<file path="config.mk">
export PLATFORM = sky130hd
export DESIGN_NAME = snes_controller_reader
export DESIGN_NICKNAME = d
export VERILOG_FILES = /design/src/rtl/snes_controller_reader.sv
export SDC_FILE = /design/constraint.sdc
export NUM_CORES = 1
export LEC_CHECK = 0
export ABC_AREA = 1
export BUFFER_PORTS_ARGS = -buffer_cell sky130_fd_sc_hd__buf_2
export CORE_ASPECT_RATIO = 1.4
export CORE_UTILIZATION = 40
export DETAILED_ROUTE_END_ITERATION = 6
export SYNTH_ARGS = -nofsm -noshare
export SYNTH_HDL_FRONTEND = slang
export SYNTH_SLANG_ARGS = --single-unit
</file>
<file path="constraint.sdc">
create_clock -name clk -period 4.3 [get_ports clk]
set_input_delay 0.645 -clock clk [delete_from_list [all_inputs] [get_ports clk]]
set_output_delay 0.645 -clock clk [all_outputs]
set_load 0.02 [all_outputs]
</file>
<file path="src/rtl/snes_controller_reader.sv">
// snes_controller_reader: polls an SNES pad over latch/clock/data and deserialises
// its 16-bit response into registered active-low buttons.
module snes_controller_reader #(
  parameter int T6 = 300,
  parameter int POLL_TICKS = 833333
) (
  input  logic        clk,
  input  logic        rst_n,
  input  logic        snes_data,
  output logic        snes_latch,
  output logic        snes_clk,
  output logic [11:0] btn_n,
  output logic        ctrl_ok,
  output logic        frame_valid
);
  localparam int PW = $clog2(POLL_TICKS);
  localparam int HW = $clog2(2 * T6);
  typedef enum logic [2:0] {IDLE, LATCH, CLK_LO, CLK_HI, DONE} state_t;
  state_t state;
  logic [PW-1:0] poll;
  logic [HW-1:0] ph;
  logic [3:0] k;
  logic [15:0] shift;
  logic [1:0] sync;
  logic start, ph_end;
  assign start = poll == PW'(POLL_TICKS - 1);
  assign ph_end = ph == (state == LATCH ? HW'(2 * T6 - 1) : HW'(T6 - 1));
  always_ff @(posedge clk or negedge rst_n)
    if (!rst_n) sync <= 2'b11;
    else sync <= {sync[0], snes_data};
  always_ff @(posedge clk or negedge rst_n)
    if (!rst_n) poll <= '0;
    else poll <= start ? '0 : poll + 1'b1;
  // Data is sampled on the last low-phase cycle, well after the synchroniser settles.
  always_ff @(posedge clk or negedge rst_n)
    if (!rst_n) begin
      state       <= IDLE;
      ph          <= '0;
      k           <= '0;
      shift       <= 16'hFFFF;
      snes_latch  <= 1'b0;
      snes_clk    <= 1'b1;
      btn_n       <= 12'hFFF;
      ctrl_ok     <= 1'b0;
      frame_valid <= 1'b0;
    end else begin
      frame_valid <= 1'b0;
      ph <= ph + 1'b1;
      case (state)
        IDLE: if (start) begin
          state      <= LATCH;
          ph         <= '0;
          snes_latch <= 1'b1;
        end
        LATCH: if (ph_end) begin
          state      <= CLK_LO;
          ph         <= '0;
          k          <= '0;
          snes_latch <= 1'b0;
          snes_clk   <= 1'b0;
        end
        CLK_LO: if (ph_end) begin
          state    <= CLK_HI;
          ph       <= '0;
          shift[k] <= sync[1];
          snes_clk <= 1'b1;
        end
        CLK_HI: if (ph_end) begin
          state    <= k == 4'd15 ? DONE : CLK_LO;
          ph       <= '0;
          k        <= k + 1'b1;
          snes_clk <= k == 4'd15;
        end
        DONE: begin
          state       <= IDLE;
          ctrl_ok     <= &shift[15:12];
          btn_n       <= &shift[15:12] ? shift[11:0] : 12'hFFF;
          frame_valid <= 1'b1;
          shift       <= 16'hFFFF;
        end
        default: state <= IDLE;
      endcase
    end
endmodule

</file>
==> qor.yml <==
cts_root_buf: "sky130_fd_sc_hd__clkbuf_16"
setup-tns-final_ps: 0
critPathMostFrequentCell: "sky130_fd_sc_hd__nand2_1"
cts_repair_resize_count: 0
post_synthesis_average_cell_area_um2: 7.86
timing.reg2reg.setup_slack_ps: 2260
io_pins: 19
placed_cell_area_um2: 4130
routed_wl_mm: 8.05
crit_path_start: "ph[0]"
share_of_synthesized_area_occupied_by_flip_flops_and_latches_pct: 46.2
synth-compound-area-share_pct: 8.63
initial_utilization_pct: 41.3
synth.ff_latch_count: 71
most_area_hungry_cell_type_in_the_yosys_netlist: "sky130_fd_sc_hd__dfrtp_1"
synth.top_cells.by_area: "sky130_fd_sc_hd__dfrtp_1 (25%), sky130_fd_sc_hd__dfstp_2 (21%), sky130_fd_sc_hd__nand2_1 (14%), sky130_fd_sc_hd__inv_1 (5.9%), sky130_fd_sc_hd__nor2_1 (5.6%)"
cts_htree_levels: 3
cell_breakdown_of_the_critical_path: "ha_1 > nand3_1 > nor2_2 > nand2_4 > nor3b_4 > nand2_1 > nand2_1 > nand2_1"
synthXorXnorAreaFrac_pct: 2.90
drv.max_cap_violation_count: 0
synthesis.instances: 500
cp_data_arrival_time_ps: 2300
grt_setup_unrepaired: "no"
slew_violations: 0
power_uw: 1460
power_per_cell_area_nw_per_um2: 329
setup-violations-final: 0
grt.overflow.total: 0
antenna_cells: 0
timing.setup.critical_path_class: "flip-flop to flip-flop"
drive_gt1_share_pct: 17.1
grt_antenna_before_repair: 0
finalWorstPathRequiredPeriod_ps: 2040
max_clock_freq_mhz: 490
worst_pin_slew_ps: 1020
grt_use_total_pct: 17.1
synth_top_area_share_pct: 25.5
route.detailed.vias_per_inst: 4.88
vias_in_the_first_global_route: 3105
crit_path_max_fanout: 15
critical_path.reg2reg.endpoint: "shift[4]"
synth_area_um2: 3930
placeableCoreArea_um2: 9510
worst_path_required_ps: 4560
routed-via-count: 3209
static-leakage-power_uw: 0.00217
dieArea_um2: 10200
clock_slew_seen_by_the_registers_of_the_worst_setup_and_hold_paths_ps: 60
largest_net_degree_at_the_start_of_global_routing: 49
clock_path_buffers: 2
final-hold-violation-count: 0
clock_tree_from_tritoncts: "yes"
antenna_violating_nets_post_route: 0
dr.pass1.iters: 4
die_outline_width_um: 85.7
detailedRoute.firstIterationViolations: 162
global_route_wire_length_before_repair_mm: 13.8
synth_fa_ha_area_share_pct: 2.23
status: "finished clean"
area_growth_pct: 13.2
finClkSkew_ps: 9.01
clock_insertion_delay_worst_skew_ps: 340
post-route-period-util_pct: 47.5
numPortBuffers: 18
synth.mux.area_fraction_pct: 0
slowest_stage: "sky130_fd_sc_hd__nor3b_4"
cp-start-kind: "flip-flop"
gp_congestion: 0.821
cts_post_setup_buffers_inserted: 0
ff_to_ff_start: "ph[0]"
routedWlPerCell_um: 12.2
dieHeight_um: 119
cts_hold_repair.buffers: 0
worst_slew_margin_rel_pct: 32.0
final_util_pct: 46.7
synthesis.nets: 510
hold_path_class: "flip-flop to flip-flop"
max-vdd-ir-drop_mv: 0.183
drcViolationCount: 0
r2r.worst_path.cells: 8
design_area_um2: 4450
cp_slowest_stage_delay_ps: 560
num_rows: 42
final.hold.worst_slack_ps: 368
synth_cell_types: 35
yosys.area_share.simple_pct: 32.1
dpl.hpwl_mm: 5.85
fin_nets: 531
yosys_warning_total: 0
cts.sink_count: 71
worst_setup_path_end_kind: "flip-flop"
dominant_combinational_cell_family_by_area_after_synthesis: "simple AND/OR/NAND/NOR gates"
cts_inserted_buffers: 9
timing_endpoint_of_the_critical_path: "shift[4]"
==> power by group <==
part | total [µW] | switching (µW) | internal [µW]
clock network | 772 | 275 | 497
logic | 14.0 | 12.6 | 1.41
registers | 674 | 2.41 | 672
total | 1460 | 290 | 1170
==> synthesized netlist by cell type <==
library cell,count
sky130_fd_sc_hd__xor2_1,10
sky130_fd_sc_hd__inv_1,62
sky130_fd_sc_hd__buf_2,3
sky130_fd_sc_hd__ha_1,7
sky130_fd_sc_hd__nand3_2,3
sky130_fd_sc_hd__o21ai_0,7
sky130_fd_sc_hd__o211ai_1,15
sky130_fd_sc_hd__dfstp_2,31
sky130_fd_sc_hd__nor3b_4,1
sky130_fd_sc_hd__nand2_1,149
sky130_fd_sc_hd__a21oi_2,1
sky130_fd_sc_hd__o22a_1,12
sky130_fd_sc_hd__nand4_1,11
sky130_fd_sc_hd__nand3b_1,1
sky130_fd_sc_hd__a31oi_1,1
sky130_fd_sc_hd__nor2_1,59
sky130_fd_sc_hd__nand2_4,2
sky130_fd_sc_hd__a21oi_1,6
sky130_fd_sc_hd__inv_2,6
sky130_fd_sc_hd__or2_2,2
sky130_fd_sc_hd__clkbuf_1,3
sky130_fd_sc_hd__or2_1,2
sky130_fd_sc_hd__nor3_2,2
sky130_fd_sc_hd__nor2_2,2
sky130_fd_sc_hd__o21ai_4,1
sky130_fd_sc_hd__buf_4,1
sky130_fd_sc_hd__o21ai_1,5
sky130_fd_sc_hd__nor3_1,10
sky130_fd_sc_hd__nand3_1,32
sky130_fd_sc_hd__nand2_2,5
sky130_fd_sc_hd__dfrtp_1,40
sky130_fd_sc_hd__nor4_1,2
sky130_fd_sc_hd__xnor2_1,3
sky130_fd_sc_hd__buf_6,2
sky130_fd_sc_hd__nor2_8,1
==> layout by cell type (no fill, tap or decap), types with 5 or more instances in the layout <==
cell type,n
sky130_fd_sc_hd__xor2_1,10
sky130_fd_sc_hd__nand3_1,32
sky130_fd_sc_hd__ha_1,7
sky130_fd_sc_hd__o21ai_0,7
sky130_fd_sc_hd__inv_1,62
sky130_fd_sc_hd__buf_2,18
sky130_fd_sc_hd__o22a_1,12
sky130_fd_sc_hd__nor2_1,59
sky130_fd_sc_hd__o21ai_1,5
sky130_fd_sc_hd__dfstp_2,31
sky130_fd_sc_hd__nand2_1,149
sky130_fd_sc_hd__o211ai_1,15
sky130_fd_sc_hd__nor3_1,10
sky130_fd_sc_hd__nand4_1,11
sky130_fd_sc_hd__dfrtp_1,40
sky130_fd_sc_hd__clkbuf_16,9
sky130_fd_sc_hd__a21oi_1,6
sky130_fd_sc_hd__inv_2,6
sky130_fd_sc_hd__nand2_2,5
==> routing by layer <==
| metal | vias up | track usage [%] | share of wire, % |
|---|---|---|---|
| met4 | 0 | 9.38 | 3.2 |
| li1 | 1636 | - | - |
| met2 | 52 | 29.9 | 50 |
| met5 | - | 0 | 0 |
| met1 | 1495 | 19.5 | 44 |
| met3 | 26 | 3.19 | 2.7 |
==> worst min-delay path by stage <==
stage / startpoint / to / cells past startpoint
after CTS: sync[0] / sync[1] / 0
after global placement: sync[0] / sync[1] / 0
after detailed placement: sync[0] / sync[1] / 0
after floorplan: rst_n / ctrl_ok / 0
final: sync[0] / sync[1] / 0
after global routing: sync[0] / sync[1] / 0
==> logic make-up (layout without fill, tap and decap cells) <==
logic type / Yosys count / count (layout)
xor gates and xnor gates: 13 / 13
buffers and inverters: 77 / 103
adders and majority gates: 7 / 7
and+or+nand+nor: 284 / 284
AOI/OAI and AO/OA: 48 / 48
DFF: 71 / 71
==> cell type report <==
type	instances	area [µm²]
clock buffer	14	274
timing repair buffer	19	97.6
clock inverter	2	37.5
inverter	68	255
sequential	71	1820
multi-input combinational	352	1800
fill	951	5070
tap	132	165
==> worst max-delay path, delay by kind of cell (launching register included) <==
kind | cells | cell delay [ps]
flip-flops | 1 | 410
adder cells (fa/ha/maj) | 1 | 280
AND/OR/NAND/NOR | 7 | 1270
==> through the flow <==
step	setup slack [ps]	std cells
floorplan	2690	500
global placement	2290	642
detailed placement	2250	642
CTS	2240	658
global route	2080	658
finish	2260	658
==> sequential cells by signal, summed over array words and instances, names as in the netlist <==
register / count
ctrl_ok: 1
btn_n: 12
snes_clk: 1
state: 3
frame_valid: 1
k: 4
ph: 10
poll: 20
shift: 16
sync: 2
snes_latch: 1
Power figures use the tool's default switching activity.
